### src/rtl/data_buffer_write_pkg.sv
// Shared types and constants for the write-direction data buffer.
// Optional parity support is selected with DATA_BUFFER_WRITE_PARITY_EN.
package data_buffer_pkg;

  typedef enum logic [1:0] {
    ST_IDLE   = 2'd0,
    ST_ARMED  = 2'd1,
    ST_COMMIT = 2'd2
  } state_e;

  // Strobes (WR/RD/CS) are active low, so an idle bus reads as 1.
  localparam logic BUS_IDLE_STROBE = 1'b1;

  localparam int DEPTH_DEFAULT       = 4;
  localparam int SYNC_STAGES_DEFAULT = 2;

  localparam int DATA_W  = 8;
  localparam int ADDR_W  = 2;
  localparam int ENTRY_W = DATA_W + ADDR_W;

`ifdef DATA_BUFFER_WRITE_PARITY_EN
  // Shadow carries the parity bit until the commit-time check.
  localparam int SHADOW_W = ENTRY_W + 1;
`else
  localparam int SHADOW_W = ENTRY_W;
`endif

  // Odd parity: data plus parity bit must contain an odd number of ones.
  function automatic logic parity_ok(input logic [DATA_W-1:0] d, input logic dp);
    return ^{d, dp};
  endfunction

endpackage

### src/rtl/data_buffer_write_if.sv
// Host bus and consumer-side signals of the write data buffer.
// DP and Par_err exist only when DATA_BUFFER_WRITE_PARITY_EN is defined.
interface data_buffer_write_if;

  logic       WR;
  logic       RD;
  logic       CS;
  logic [7:0] D;
  logic [1:0] A;
`ifdef DATA_BUFFER_WRITE_PARITY_EN
  logic       DP;
  logic       Par_err;
`endif
  logic [7:0] Wr_data;
  logic [1:0] Wr_addr;
  logic       Wr_valid;
  logic       Wr_ready;
  logic       Fifo_full;
  logic       Overflow;
  logic       Bus_err;
  logic       Err_clr;

  // Host plus register-logic side (drives strobes, bus and drain handshake).
  modport master (
`ifdef DATA_BUFFER_WRITE_PARITY_EN
    output DP,
    input  Par_err,
`endif
    output WR, RD, CS, D, A, Wr_ready, Err_clr,
    input  Wr_data, Wr_addr, Wr_valid, Fifo_full, Overflow, Bus_err
  );

  // Buffer side.
  modport slave (
`ifdef DATA_BUFFER_WRITE_PARITY_EN
    input  DP,
    output Par_err,
`endif
    input  WR, RD, CS, D, A, Wr_ready, Err_clr,
    output Wr_data, Wr_addr, Wr_valid, Fifo_full, Overflow, Bus_err
  );

endinterface

### src/rtl/data_buffer_write_fifo.sv
// Synchronous FIFO for committed bus writes. Head data is read straight
// from storage so it stays stable while the consumer stalls.
module data_buffer_write_fifo #(
  parameter int DEPTH = 4,
  parameter int WIDTH = 10
) (
  input  logic             clk,
  input  logic             rst_n,
  input  logic             push,
  input  logic             pop,
  input  logic [WIDTH-1:0] wdata,
  output logic [WIDTH-1:0] rdata,
  output logic             full,
  output logic             empty,
  output logic             drop
);

  localparam int PTR_W = $clog2(DEPTH);

  logic [WIDTH-1:0] mem_q [DEPTH];
  logic [WIDTH-1:0] mem_d [DEPTH];
  logic [PTR_W:0]   wr_ptr_q, wr_ptr_d;
  logic [PTR_W:0]   rd_ptr_q, rd_ptr_d;
  logic             pop_ok;
  logic             push_ok;

  assign empty = (wr_ptr_q == rd_ptr_q);
  assign full  = (wr_ptr_q[PTR_W] != rd_ptr_q[PTR_W]) &&
                 (wr_ptr_q[PTR_W-1:0] == rd_ptr_q[PTR_W-1:0]);
  assign rdata = mem_q[rd_ptr_q[PTR_W-1:0]];

  // A pop frees a slot in the same cycle, so push while full succeeds if popping.
  assign pop_ok  = pop & ~empty;
  assign push_ok = push & (~full | pop_ok);
  assign drop    = push & full & ~pop_ok;

  // Next-state for storage and pointers.
  always_comb begin
    mem_d    = mem_q;
    wr_ptr_d = wr_ptr_q;
    rd_ptr_d = rd_ptr_q;
    if (push_ok) begin
      mem_d[wr_ptr_q[PTR_W-1:0]] = wdata;
      wr_ptr_d = wr_ptr_q + {{PTR_W{1'b0}}, 1'b1};
    end
    if (pop_ok) begin
      rd_ptr_d = rd_ptr_q + {{PTR_W{1'b0}}, 1'b1};
    end
  end

  // Storage and pointer registers.
  always_ff @(posedge clk or negedge rst_n) begin
    if (!rst_n) begin
      for (int i = 0; i < DEPTH; i++) mem_q[i] <= '0;
      wr_ptr_q <= '0;
      rd_ptr_q <= '0;
    end else begin
      mem_q    <= mem_d;
      wr_ptr_q <= wr_ptr_d;
      rd_ptr_q <= rd_ptr_d;
    end
  end

endmodule

### src/rtl/data_buffer_write.sv
// Write-direction data buffer: synchronizes the async host strobes and bus,
// captures each completed chip-selected write and queues {A, D} in a FIFO.
// Define DATA_BUFFER_WRITE_PARITY_EN to add the DP input and Par_err flag.
//
// state  | meaning
// IDLE   | waiting for CS low with WR low
// ARMED  | WR held low, shadowing D/A every cycle
// COMMIT | WR has risen, push the shadow into the FIFO
module data_buffer_write
  import data_buffer_pkg::*;
#(
  parameter int DEPTH       = DEPTH_DEFAULT,
  parameter int SYNC_STAGES = SYNC_STAGES_DEFAULT
) (
  input  logic                CLK,
  input  logic                RESET_N,
  data_buffer_write_if.slave  bus
);

  // Strobes in the top three bits, then the shadowed payload.
  localparam int BUS_W = SHADOW_W + 3;
  localparam logic [BUS_W-1:0] SYNC_RST = {{3{BUS_IDLE_STROBE}}, {SHADOW_W{1'b0}}};

  logic [BUS_W-1:0]    bus_raw;
  logic [BUS_W-1:0]    sync_q [SYNC_STAGES];
  logic [BUS_W-1:0]    sync_d [SYNC_STAGES];
  logic                wr_s, rd_s, cs_s;
  logic [SHADOW_W-1:0] data_s;

  state_e              state_q, state_d;
  logic [SHADOW_W-1:0] shadow_q, shadow_d;
  logic                push;
  logic                bus_err_set;
  logic                overflow_q, overflow_d;
  logic                bus_err_q, bus_err_d;

  logic                fifo_pop;
  logic [ENTRY_W-1:0]  fifo_head;
  logic                fifo_full;
  logic                fifo_empty;
  logic                fifo_drop;

`ifdef DATA_BUFFER_WRITE_PARITY_EN
  logic                par_err_set;
  logic                par_err_q, par_err_d;
  assign bus_raw = {bus.WR, bus.RD, bus.CS, bus.DP, bus.A, bus.D};
`else
  assign bus_raw = {bus.WR, bus.RD, bus.CS, bus.A, bus.D};
`endif

  // Shift chain: strobes and payload travel together so they stay aligned.
  always_comb begin
    sync_d[0] = bus_raw;
    for (int i = 1; i < SYNC_STAGES; i++) sync_d[i] = sync_q[i-1];
  end

  // Synchronizer flops, preset to the idle bus.
  always_ff @(posedge CLK or negedge RESET_N) begin
    if (!RESET_N) begin
      for (int i = 0; i < SYNC_STAGES; i++) sync_q[i] <= SYNC_RST;
    end else begin
      for (int i = 0; i < SYNC_STAGES; i++) sync_q[i] <= sync_d[i];
    end
  end

  assign wr_s   = sync_q[SYNC_STAGES-1][BUS_W-1];
  assign rd_s   = sync_q[SYNC_STAGES-1][BUS_W-2];
  assign cs_s   = sync_q[SYNC_STAGES-1][BUS_W-3];
  assign data_s = sync_q[SYNC_STAGES-1][SHADOW_W-1:0];

  // FSM next state, shadow capture and commit push.
  always_comb begin
    state_d     = state_q;
    shadow_d    = shadow_q;
    push        = 1'b0;
    bus_err_set = 1'b0;
`ifdef DATA_BUFFER_WRITE_PARITY_EN
    par_err_set = 1'b0;
`endif
    case (state_q)
      ST_IDLE: begin
        if (!cs_s && !wr_s) begin
          if (!rd_s) begin
            bus_err_set = 1'b1;
          end else begin
            state_d  = ST_ARMED;
            shadow_d = data_s;
          end
        end
      end
      ST_ARMED: begin
        // CS checked first so WR and CS rising together is an abort.
        if (cs_s) begin
          state_d = ST_IDLE;
        end else if (!rd_s) begin
          state_d     = ST_IDLE;
          bus_err_set = 1'b1;
        end else if (wr_s) begin
          state_d = ST_COMMIT;
        end else begin
          // Only sample while WR is low; the bus may change after WR rises.
          shadow_d = data_s;
        end
      end
      ST_COMMIT: begin
        state_d = ST_IDLE;
`ifdef DATA_BUFFER_WRITE_PARITY_EN
        if (parity_ok(shadow_q[DATA_W-1:0], shadow_q[SHADOW_W-1])) begin
          push = 1'b1;
        end else begin
          par_err_set = 1'b1;
        end
`else
        push = 1'b1;
`endif
      end
      default: state_d = ST_IDLE;
    endcase
  end

  // Sticky error flags; a set in the same cycle as a clear wins.
  always_comb begin
    overflow_d = (overflow_q & ~bus.Err_clr) | fifo_drop;
    bus_err_d  = (bus_err_q  & ~bus.Err_clr) | bus_err_set;
`ifdef DATA_BUFFER_WRITE_PARITY_EN
    par_err_d  = (par_err_q  & ~bus.Err_clr) | par_err_set;
`endif
  end

  // FSM, shadow and flag registers.
  always_ff @(posedge CLK or negedge RESET_N) begin
    if (!RESET_N) begin
      state_q    <= ST_IDLE;
      shadow_q   <= '0;
      overflow_q <= 1'b0;
      bus_err_q  <= 1'b0;
`ifdef DATA_BUFFER_WRITE_PARITY_EN
      par_err_q  <= 1'b0;
`endif
    end else begin
      state_q    <= state_d;
      shadow_q   <= shadow_d;
      overflow_q <= overflow_d;
      bus_err_q  <= bus_err_d;
`ifdef DATA_BUFFER_WRITE_PARITY_EN
      par_err_q  <= par_err_d;
`endif
    end
  end

  assign fifo_pop = ~fifo_empty & bus.Wr_ready;

  data_buffer_write_fifo #(
    .DEPTH (DEPTH),
    .WIDTH (ENTRY_W)
  ) u_fifo (
    .clk   (CLK),
    .rst_n (RESET_N),
    .push  (push),
    .pop   (fifo_pop),
    .wdata (shadow_q[ENTRY_W-1:0]),
    .rdata (fifo_head),
    .full  (fifo_full),
    .empty (fifo_empty),
    .drop  (fifo_drop)
  );

  assign bus.Wr_data   = fifo_head[DATA_W-1:0];
  assign bus.Wr_addr   = fifo_head[ENTRY_W-1:DATA_W];
  assign bus.Wr_valid  = ~fifo_empty;
  assign bus.Fifo_full = fifo_full;
  assign bus.Overflow  = overflow_q;
  assign bus.Bus_err   = bus_err_q;
`ifdef DATA_BUFFER_WRITE_PARITY_EN
  assign bus.Par_err   = par_err_q;
`endif

endmodule
### src/flat_wrapper.sv
// flat-port wrapper written by rule: the top's interface ports become plain ports
module data_buffer_write_flat import data_buffer_pkg::*;
#(
  parameter int DEPTH       = DEPTH_DEFAULT,
  parameter int SYNC_STAGES = SYNC_STAGES_DEFAULT
)
  (CLK, RESET_N, bus_WR, bus_RD, bus_CS, bus_D, bus_A, bus_Wr_ready, bus_Err_clr, bus_Wr_data, bus_Wr_addr, bus_Wr_valid, bus_Fifo_full, bus_Overflow, bus_Bus_err);
  data_buffer_write_if bus_i ();
  input  logic CLK;
  input  logic RESET_N;
  input wire logic [$bits(bus_i.WR)-1:0] bus_WR;
  input wire logic [$bits(bus_i.RD)-1:0] bus_RD;
  input wire logic [$bits(bus_i.CS)-1:0] bus_CS;
  input wire logic [$bits(bus_i.D)-1:0] bus_D;
  input wire logic [$bits(bus_i.A)-1:0] bus_A;
  input wire logic [$bits(bus_i.Wr_ready)-1:0] bus_Wr_ready;
  input wire logic [$bits(bus_i.Err_clr)-1:0] bus_Err_clr;
  output wire logic [$bits(bus_i.Wr_data)-1:0] bus_Wr_data;
  output wire logic [$bits(bus_i.Wr_addr)-1:0] bus_Wr_addr;
  output wire logic [$bits(bus_i.Wr_valid)-1:0] bus_Wr_valid;
  output wire logic [$bits(bus_i.Fifo_full)-1:0] bus_Fifo_full;
  output wire logic [$bits(bus_i.Overflow)-1:0] bus_Overflow;
  output wire logic [$bits(bus_i.Bus_err)-1:0] bus_Bus_err;
  assign bus_i.WR = bus_WR;
  assign bus_i.RD = bus_RD;
  assign bus_i.CS = bus_CS;
  assign bus_i.D = bus_D;
  assign bus_i.A = bus_A;
  assign bus_i.Wr_ready = bus_Wr_ready;
  assign bus_i.Err_clr = bus_Err_clr;
  assign bus_Wr_data = bus_i.Wr_data;
  assign bus_Wr_addr = bus_i.Wr_addr;
  assign bus_Wr_valid = bus_i.Wr_valid;
  assign bus_Fifo_full = bus_i.Fifo_full;
  assign bus_Overflow = bus_i.Overflow;
  assign bus_Bus_err = bus_i.Bus_err;
  data_buffer_write #(.DEPTH(DEPTH), .SYNC_STAGES(SYNC_STAGES)) u_core (.CLK(CLK), .RESET_N(RESET_N), .bus(bus_i));
endmodule
### config.mk
export PLATFORM = sky130hd
export DESIGN_NAME = data_buffer_write_flat
export DESIGN_NICKNAME = d
export VERILOG_FILES = /design/src/rtl/data_buffer_write_pkg.sv /design/src/rtl/data_buffer_write_if.sv /design/src/rtl/data_buffer_write_fifo.sv /design/src/rtl/data_buffer_write.sv /design/src/flat_wrapper.sv
export SDC_FILE = /design/constraint.sdc
export NUM_CORES = 1
export LEC_CHECK = 0
export CORE_ASPECT_RATIO = 0.7
export CORE_MARGIN = 3
export CORE_UTILIZATION = 54
export DETAILED_ROUTE_END_ITERATION = 8
export PLACE_DENSITY = 0.76
export SYNTH_ARGS = -nofsm -noshare
export SYNTH_HDL_FRONTEND = slang
export SYNTH_SLANG_ARGS = --single-unit
### constraint.sdc
create_clock -name CLK -period 3.5 [get_ports CLK]
set_input_delay 0.35 -clock CLK [delete_from_list [all_inputs] [get_ports CLK]]
set_output_delay 0.35 -clock CLK [all_outputs]
set_load 0.05 [all_outputs]
==> summary.log, run 1 <==
INFO  synthesis      synth_compound_area_frac=0.0108
INFO  final_layout   antennaDiodeCount=0
INFO  timing         skew=0.00893ns
INFO  clocking       cts.root.buffer_cell=clkbuf_8
INFO  drt            vias=1676
INFO  clocking       cts.path.max_buffers=2
INFO  timing         part_of_the_cycle_the_worst_path_needs=0.784
INFO  floorplan      starting_density=0.573
INFO  clocking       cts.repair.resized=0
INFO  drt            wl_met1=2.45mm
INFO  final_layout   syn_to_final_growth=16.8%
INFO  grt            grt.total_usage=0.176
INFO  synthesis      muxShareOfSynthArea=0.252
INFO  power_and_ir_drop power.leakage=0.00181uW
INFO  timing         min_period=2.74ns
INFO  synthesis      synth-seq-cells=86
INFO  synthesis      yosys.area_share.adder=0.0186
INFO  drt            wire_per_inst=18.1um
INFO  synthesis      synth.yosys.seq_area_share=0.642
INFO  timing         rsz_0062_raised_after_global_routing=false
INFO  drt            detailroute.wirelength.met3=256um
INFO  grt            grt_antenna_before_repair=0
INFO  drt            remaining_number_of_nets_flagged_by_the_antenna_check_after_routing=0
INFO  run            maxCapViolCount=0
INFO  final_layout   final_cell_area=0.00393mm2
INFO  worst_setup_path cp-start-kind=flop
INFO  placed_design  place_area=0.00373mm2
INFO  floorplan      core-area=0.00587mm2
INFO  clocking       h-tree-depth=3
INFO  synthesis      synth_cells=192
INFO  timing         max_freq=0.364GHz
INFO  grt            grt_overflow_total=0
INFO  placed_design  half_perimeter_wire_length_after_placement=3.61mm
INFO  timing         timing_hold_violations_final=0
INFO  power_and_ir_drop ir_worst_vdd=0.299mV
INFO  floorplan      chipHeight=72.1um
INFO  timing         fin_tns_setup=0ns
INFO  timing         max_slew.worst_pin.slew=1.04ns
INFO  synthesis      netlist.top_cell.by_area=dfrtp_1
INFO  timing         slew-limit-headroom=0.308
INFO  synthesis      syn_area_per_cell=17.5um2
INFO  worst_setup_path worst-endpoint-arrival=2.39ns
INFO  drt            route.detailed.drc=0
INFO  clocking       post_cts_setup_repair_bufs=0
INFO  floorplan      die_area=0.00723mm2
INFO  worst_setup_path path_max_fanout=13
INFO  clocking       clkSinkCount=86
INFO  synthesis      synth-warning-count=0
INFO  synthesis      combinational_family_with_the_most_area_after_synthesis=multiplexers
INFO  grt            grt_pass1_vias=1903
INFO  timing         timing.final.max_slew_violations=0
INFO  drt            met2WireLength=2.84mm
INFO  synthesis      yosys.area_share.simple=0.0416
INFO  final_layout   drive_above_1_share=0.380
INFO  synthesis      mappedNetlistArea=0.00337mm2
INFO  placed_design  routabilityCongestion=0.768
INFO  clocking       cts-buffers-inserted=9
INFO  floorplan      die_x=100um
INFO  grt            largest_net_degree_at_the_start_of_global_routing=87
INFO  clocking       cts.hold.buffers_added=0
INFO  min_path       worst_min_delay_path_class=in -> async
INFO  drt            vias_per_cell=5.42
INFO  floorplan      design.portCount=31
INFO  synthesis      syn_nets=214
INFO  drt            drtPass1Iterations=4
INFO  synthesis      xor_xnor_portion_of_the_synthesized_cell_area=0.0178
INFO  synthesis      synthDominantCellAreaShare=0.595
INFO  synthesis      synth.distinct_cells=26
INFO  clocking       worst_setup_hold_path_clk_slew=0.08ns
INFO  drt            drt_wl_total=5.61mm
INFO  worst_setup_path critical_path_required=3.15ns
INFO  worst_setup_path timing.setup.critical_path_class=reg -> out
INFO  final_layout   fin_nets=251
INFO  clocking       clock_latency=0.34ns
INFO  timing         timing.final.setup_violations=0
INFO  final_layout   mostFrequentLayoutCell=dfrtp_1
INFO  synthesis      synth.top_cells.by_area=dfrtp_1 (59%), mux2_2 (14%), mux4_2 (6.0%), dfstp_2 (4.7%), mux2_4 (4.0%)
INFO  timing         fin_hold_ws=0.192ns
INFO  floorplan      placementRows=23
INFO  placed_design  place.port_buffers=30
INFO  clocking       tritoncts=built
INFO  drt            top_signal_layer_used=met4
INFO  grt            wire_length_of_the_first_global_routing_pass=9.46mm
INFO  final_layout   layout.cells.most_common_list=dfrtp_1 (80), mux2_2 (43), clkdlybuf4s50_1 (29), clkbuf_8 (11)
INFO  final_layout   final_core_utilization=0.669
INFO  drt            detailedRoute.firstIterationViolations=48
INFO  status         run_status=finished, final reports clean
INFO  power_and_ir_drop p_per_area=652mW/mm2
INFO  worst_setup_path worst_setup_path_end_kind=primary output
-- sequential cells by signal, indices dropped and copies added (netlist names) --
register / count
u_core.data_s: 10
u_core.bus.Bus_err: 1
u_core.shadow_q: 10
u_core.sync_q: 1
u_core.bus.Overflow: 1
u_core.sync_d: 13
u_core.u_fifo.wr_ptr_q: 3
u_core.u_fifo.rd_ptr_q: 3
u_core.rd_s: 1
u_core.cs_s: 1
u_core.state_q: 2
u_core.u_fifo.mem_q: 40
-- power breakdown --
part | total (uW) | internal (uW) | switching, uW
logic | 646 | 295 | 351
clock network | 684 | 368 | 316
registers | 1230 | 1110 | 118
-- worst max-delay path, stage by stage (launching register included) --
cell and delay [ns]:
dfrtp_1 0.61, xnor2_1 0.44, nand2_1 0.09, nor2_1 0.10, clkdlybuf4s50_1 0.81
-- final cells by class --
cell class / count / area (um2)
multi-input cells: 95 / 1150
clock inverters: 3 / 42.5
well taps: 75 / 93.8
fillers: 412 / 1940
repair buffers: 31 / 305
flip-flops and latches: 86 / 2160
inverters: 6 / 22.5
clock buffers: 13 / 159
-- synthesized netlist by cell type --
cell        n
o22ai_1     1
mux2_2     43
a31oi_1     1
nor2_1      3
nor2_4      1
xnor2_2     1
buf_2       2
xnor2_1     5
nand2_1     3
mux4_1      1
dfrtp_1    80
inv_1       6
dfstp_2     6
buf_6       2
o21ai_0     1
a21oi_1     2
buf_1       1
mux4_2      9
ha_1        5
mux2_4      9
nand4bb_1   1
and4_1      1
nand3_1     2
o32ai_1     1
nand3_4     4
and3_1      1
-- cells by family after synthesis --
logic type	Yosys count
flops	86
mux	62
simple gates	16
buf+inv	11
compound gates	6
xor+xnor	6
fa+ha+maj	5
-- per-layer routing --
layer	GRT usage	vias up
met1	0.216	874
met2	0.297	37
met3	0.0672	7
met4	0.0448	0
met5	0	-
li1	-	758
-- per-stage QoR --
stage | worst slack [ns] | power, uW | instances
floorplan | 1.63 | 1690 | 192
global placement | 1.09 | 1860 | 293
detailed placement | 1.06 | 1900 | 293
CTS | 0.755 | 2590 | 309
global route | 0.613 | 2690 | 309
finish | 0.755 | 2560 | 309
-- path summary, 6_finish.rpt --
kind / startpoint / to / slack [ns] / cells past startpoint
min reg2reg: u_core.sync_d[1]$_DFF_PN0_ / u_core.data_s[1]$_DFF_PN0_ / 0.35 / 0
min: RESET_N / u_core.data_s[5]$_DFF_PN0_ / 0.19 / 1
max reg2reg: u_core.u_fifo.rd_ptr_q[1]$_DFFE_PN0P_ / u_core.u_fifo.mem_q[9]$_DFFE_PN0P_ / 1.00 / 4
max: u_core.u_fifo.rd_ptr_q[1]$_DFFE_PN0P_ / bus_Fifo_full / 0.76 / 4
min in group CLK: u_core.sync_d[1]$_DFF_PN0_ / u_core.data_s[1]$_DFF_PN0_ / 0.35 / 0
max in group asynchronous: RESET_N / u_core.data_s[9]$_DFF_PN0_ / 2.65 / 1
(Power assumes the default switching activity.)
==> run 2: changes to the inputs <==
CORE_UTILIZATION = 51   (was 54)
PLACE_DENSITY = 0.75   (was 0.76)
clock period = 2.3 ns   (was 3.5 ns; I/O delays follow)
==> summary.log, run 2 (synthesized netlist as in run 1, its figures left out) <==
INFO  status         run_status=finished, final reports clean [unchanged]
INFO  min_path       worst_min_delay_path_class=in -> reg [was in -> async]
INFO  timing         max_slew.worst_pin.slew=0.662ns [was 1.04 ns]
INFO  placed_design  place.port_buffers=30 [unchanged]
INFO  floorplan      chipHeight=74.0um [was 72.1 um]
INFO  final_layout   mostFrequentLayoutCell=dfrtp_1 [unchanged]
INFO  worst_setup_path crit_path_end=bus_Wr_addr[1] [was bus_Fifo_full]
INFO  timing         min_period=2.09ns
INFO  worst_setup_path cp-start-kind=flop [unchanged]
INFO  final_layout   regMostFlops=u_core.u_fifo.mem_q [unchanged]
INFO  timing         skew=0.00720ns [was 0.00893 ns]
INFO  final_layout   layout.cells.most_common_list=dfrtp_1 (80), mux2_2 (43), clkdlybuf4s50_1 (17), buf_4 (14) [was dfrtp_1 (80), mux2_2 (43), clkdlybuf4s50_1 (29), clkbuf_8 (11)]
INFO  clocking       cts-buffers-inserted=9 [unchanged]
INFO  power_and_ir_drop power.leakage=0.00184uW [was 0.00181 uW]
INFO  grt            wire_length_of_the_first_global_routing_pass=9.10mm [was 9.46 mm]
INFO  drt            remaining_number_of_nets_flagged_by_the_antenna_check_after_routing=0 [unchanged]
INFO  final_layout   antennaDiodeCount=0 [unchanged]
INFO  worst_setup_path path_max_fanout=13 [unchanged]
INFO  clocking       clkSinkCount=86 [unchanged]
INFO  clocking       cts.root.buffer_cell=clkbuf_8 [unchanged]
INFO  grt            largest_net_degree_at_the_start_of_global_routing=60 [was 87]
INFO  timing         rsz_0062_raised_after_global_routing=false [unchanged]
INFO  timing         slew-limit-headroom=0.558 [was 0.308]
INFO  floorplan      die_area=0.00763mm2 [was 0.00723 mm2]
INFO  floorplan      placementRows=24 [was 23]
INFO  clocking       cts.hold.buffers_added=1 [was 0]
INFO  grt            gr-usage-met1=0.228 [was 0.216]
INFO  clocking       cts.path.max_buffers=2 [unchanged]
INFO  drt            route.detailed.drc=0 [unchanged]
INFO  final_layout   largest_reg_flops=40 [unchanged]
INFO  clocking       tritoncts=built [unchanged]
INFO  power_and_ir_drop report.power.total=3880uW [was 2560 uW]
INFO  drt            detailedRoute.firstIterationViolations=102 [was 48]
INFO  clocking       post_cts_setup_repair_bufs=0 [unchanged]
INFO  floorplan      starting_density=0.534 [was 0.573]
INFO  timing         timing.final.max_slew_violations=0 [unchanged]
INFO  timing         timing_hold_violations_final=0 [unchanged]
INFO  drt            vias_per_cell=5.34 [was 5.42]
INFO  drt            drtPass1Iterations=4 [unchanged]
INFO  placed_design  routabilityCongestion=0.801 [was 0.768]
INFO  final_layout   syn_to_final_growth=17.4% [was 16.8%]
INFO  floorplan      design.portCount=31 [unchanged]
INFO  floorplan      core-area=0.00631mm2 [was 0.00587 mm2]
INFO  worst_setup_path critical_path_required=2.07ns [was 3.15 ns]
INFO  placed_design  half_perimeter_wire_length_after_placement=3.47mm [was 3.61 mm]
INFO  power_and_ir_drop p_per_area=981mW/mm2 [was 652 mW/mm2]
INFO  final_layout   drive_above_1_share=0.445 [was 0.380]
INFO  timing         fin_tns_setup=0ns [unchanged]
INFO  grt            met3_usage=0.0769 [was 0.0672]
INFO  worst_setup_path crit_path_start=u_core.u_fifo.rd_ptr_q[0]$_DFFE_PN0P_ [was u_core.u_fifo.rd_ptr_q[1]$_DFFE_PN0P_]
INFO  worst_setup_path rr_startpoint=u_core.u_fifo.wr_ptr_q[1]$_DFFE_PN0P_ [was u_core.u_fifo.rd_ptr_q[1]$_DFFE_PN0P_]
INFO  clocking       cts.repair.resized=0 [unchanged]
INFO  grt            groute.layer.met2.usage=0.248 [was 0.297]
INFO  final_layout   fin_nets=255 [was 251]
INFO  final_layout   layout.cells.non_filler=316 [was 309]
INFO  timing         part_of_the_cycle_the_worst_path_needs=0.907
INFO  timing         timing.final.setup_violations=0 [unchanged]
INFO  worst_setup_path reg2reg_setup_slack=0.40ns [was 1.00 ns]
INFO  clocking       worst_setup_hold_path_clk_slew=0.09ns [was 0.08 ns]
INFO  placed_design  placedCellCount=299 [was 293]
INFO  run            maxCapViolCount=0 [unchanged]
INFO  final_layout   final_cell_area=0.00395mm2 [was 0.00393 mm2]
INFO  grt            grt.total_usage=0.169 [was 0.176]
INFO  grt            grt-busiest-layer=met2 [unchanged]
INFO  drt            wire_per_inst=17.5um [was 18.1 um]
INFO  power_and_ir_drop ir_worst_vdd=0.549mV [was 0.299 mV]
INFO  timing         max_freq=0.479GHz
INFO  grt            grt_pass1_vias=1753 [was 1903]
INFO  clocking       clock_latency=0.36ns [was 0.34 ns]
INFO  worst_setup_path worst_setup_path_end_kind=primary output [unchanged]
INFO  worst_setup_path worst-endpoint-arrival=1.86ns [was 2.39 ns]
INFO  worst_setup_path reg2regPathDepth=5 [was 4]
INFO  worst_setup_path reg2reg_to=u_core.u_fifo.mem_q[9]$_DFFE_PN0P_ [unchanged]
INFO  clocking       h-tree-depth=3 [unchanged]
INFO  final_layout   final_core_utilization=0.627 [was 0.669]
INFO  grt            grt_overflow_total=0 [unchanged]
INFO  grt            grt_antenna_before_repair=0 [unchanged]
INFO  floorplan      die_x=103um [was 100 um]
INFO  drt            drt_wl_total=5.54mm [was 5.61 mm]
INFO  placed_design  place_area=0.00376mm2 [was 0.00373 mm2]
INFO  worst_setup_path timing.setup.critical_path_class=reg -> out [unchanged]
INFO  drt            vias=1687 [was 1676]
==> run 2: changes by cell type in the layout (fill, tap and decap cells not counted), sizes merged <==
cell / change
clkbuf: -4
buf: +15
clkdlybuf4s50: -12
clkinv: +1
bufinv: -1
dlygate4sd3: +1
inv: +2
clkinvlp: +2
==> run 2: worst max-delay path, stage by stage, from the launching register on <==
cell and delay [ns]:
dfrtp_1 0.37, buf_4 0.28, mux4_1 0.63, buf_4 0.22
==> run 2: cell type report <==
class / instances / area [um2]
fillers: 462 / 2350
well taps: 78 / 97.6
clock inverters: 7 / 56.3
multi-input cells: 95 / 1150
repair buffers: 35 / 345
clock buffers: 9 / 124
flip-flops and latches: 86 / 2160
inverters: 6 / 22.5
==> run 2: per-layer routing <==
| metal | vias up | share of wire |
|---|---|---|
| met5 | - | 0 |
| met4 | 0 | 0.0094 |
| met3 | 8 | 0.045 |
| met2 | 25 | 0.46 |
| met1 | 883 | 0.49 |
| li1 | 771 | - |
==> run 2: worst min-delay path by stage <==
stage | from | end | slack (ns) | cells after the start
floorplan | RESET_N | u_core.bus.Bus_err$_DFF_PN0_ | -0.07 | 0
finish | bus_CS | u_core.sync_d[10]$_DFF_PN1_ | 0.26 | 1
global placement | RESET_N | u_core.u_fifo.mem_q[36]$_DFFE_PN0P_ | 0.17 | 1
global route | bus_CS | u_core.sync_d[10]$_DFF_PN1_ | 0.24 | 1
detailed placement | RESET_N | u_core.u_fifo.mem_q[36]$_DFFE_PN0P_ | 0.17 | 1
CTS | bus_CS | u_core.sync_d[10]$_DFF_PN1_ | 0.24 | 1
==> run 2: power by group <==
group / total, uW / internal (uW) / switching, uW
clock: 960 / 402 / 558
combinational: 1080 / 494 / 589
sequential: 1830 / 1690 / 143
==> run 2: stage by stage <==
step	hold WS, ns	setup slack [ns]
6_report	0.264	0.213
5_1_grt	0.236	0.110
3_3_place_gp	0.175	0.495
3_5_place_dp	0.172	0.445
4_1_cts	0.240	0.170
2_1_floorplan	-0.0656	0.427
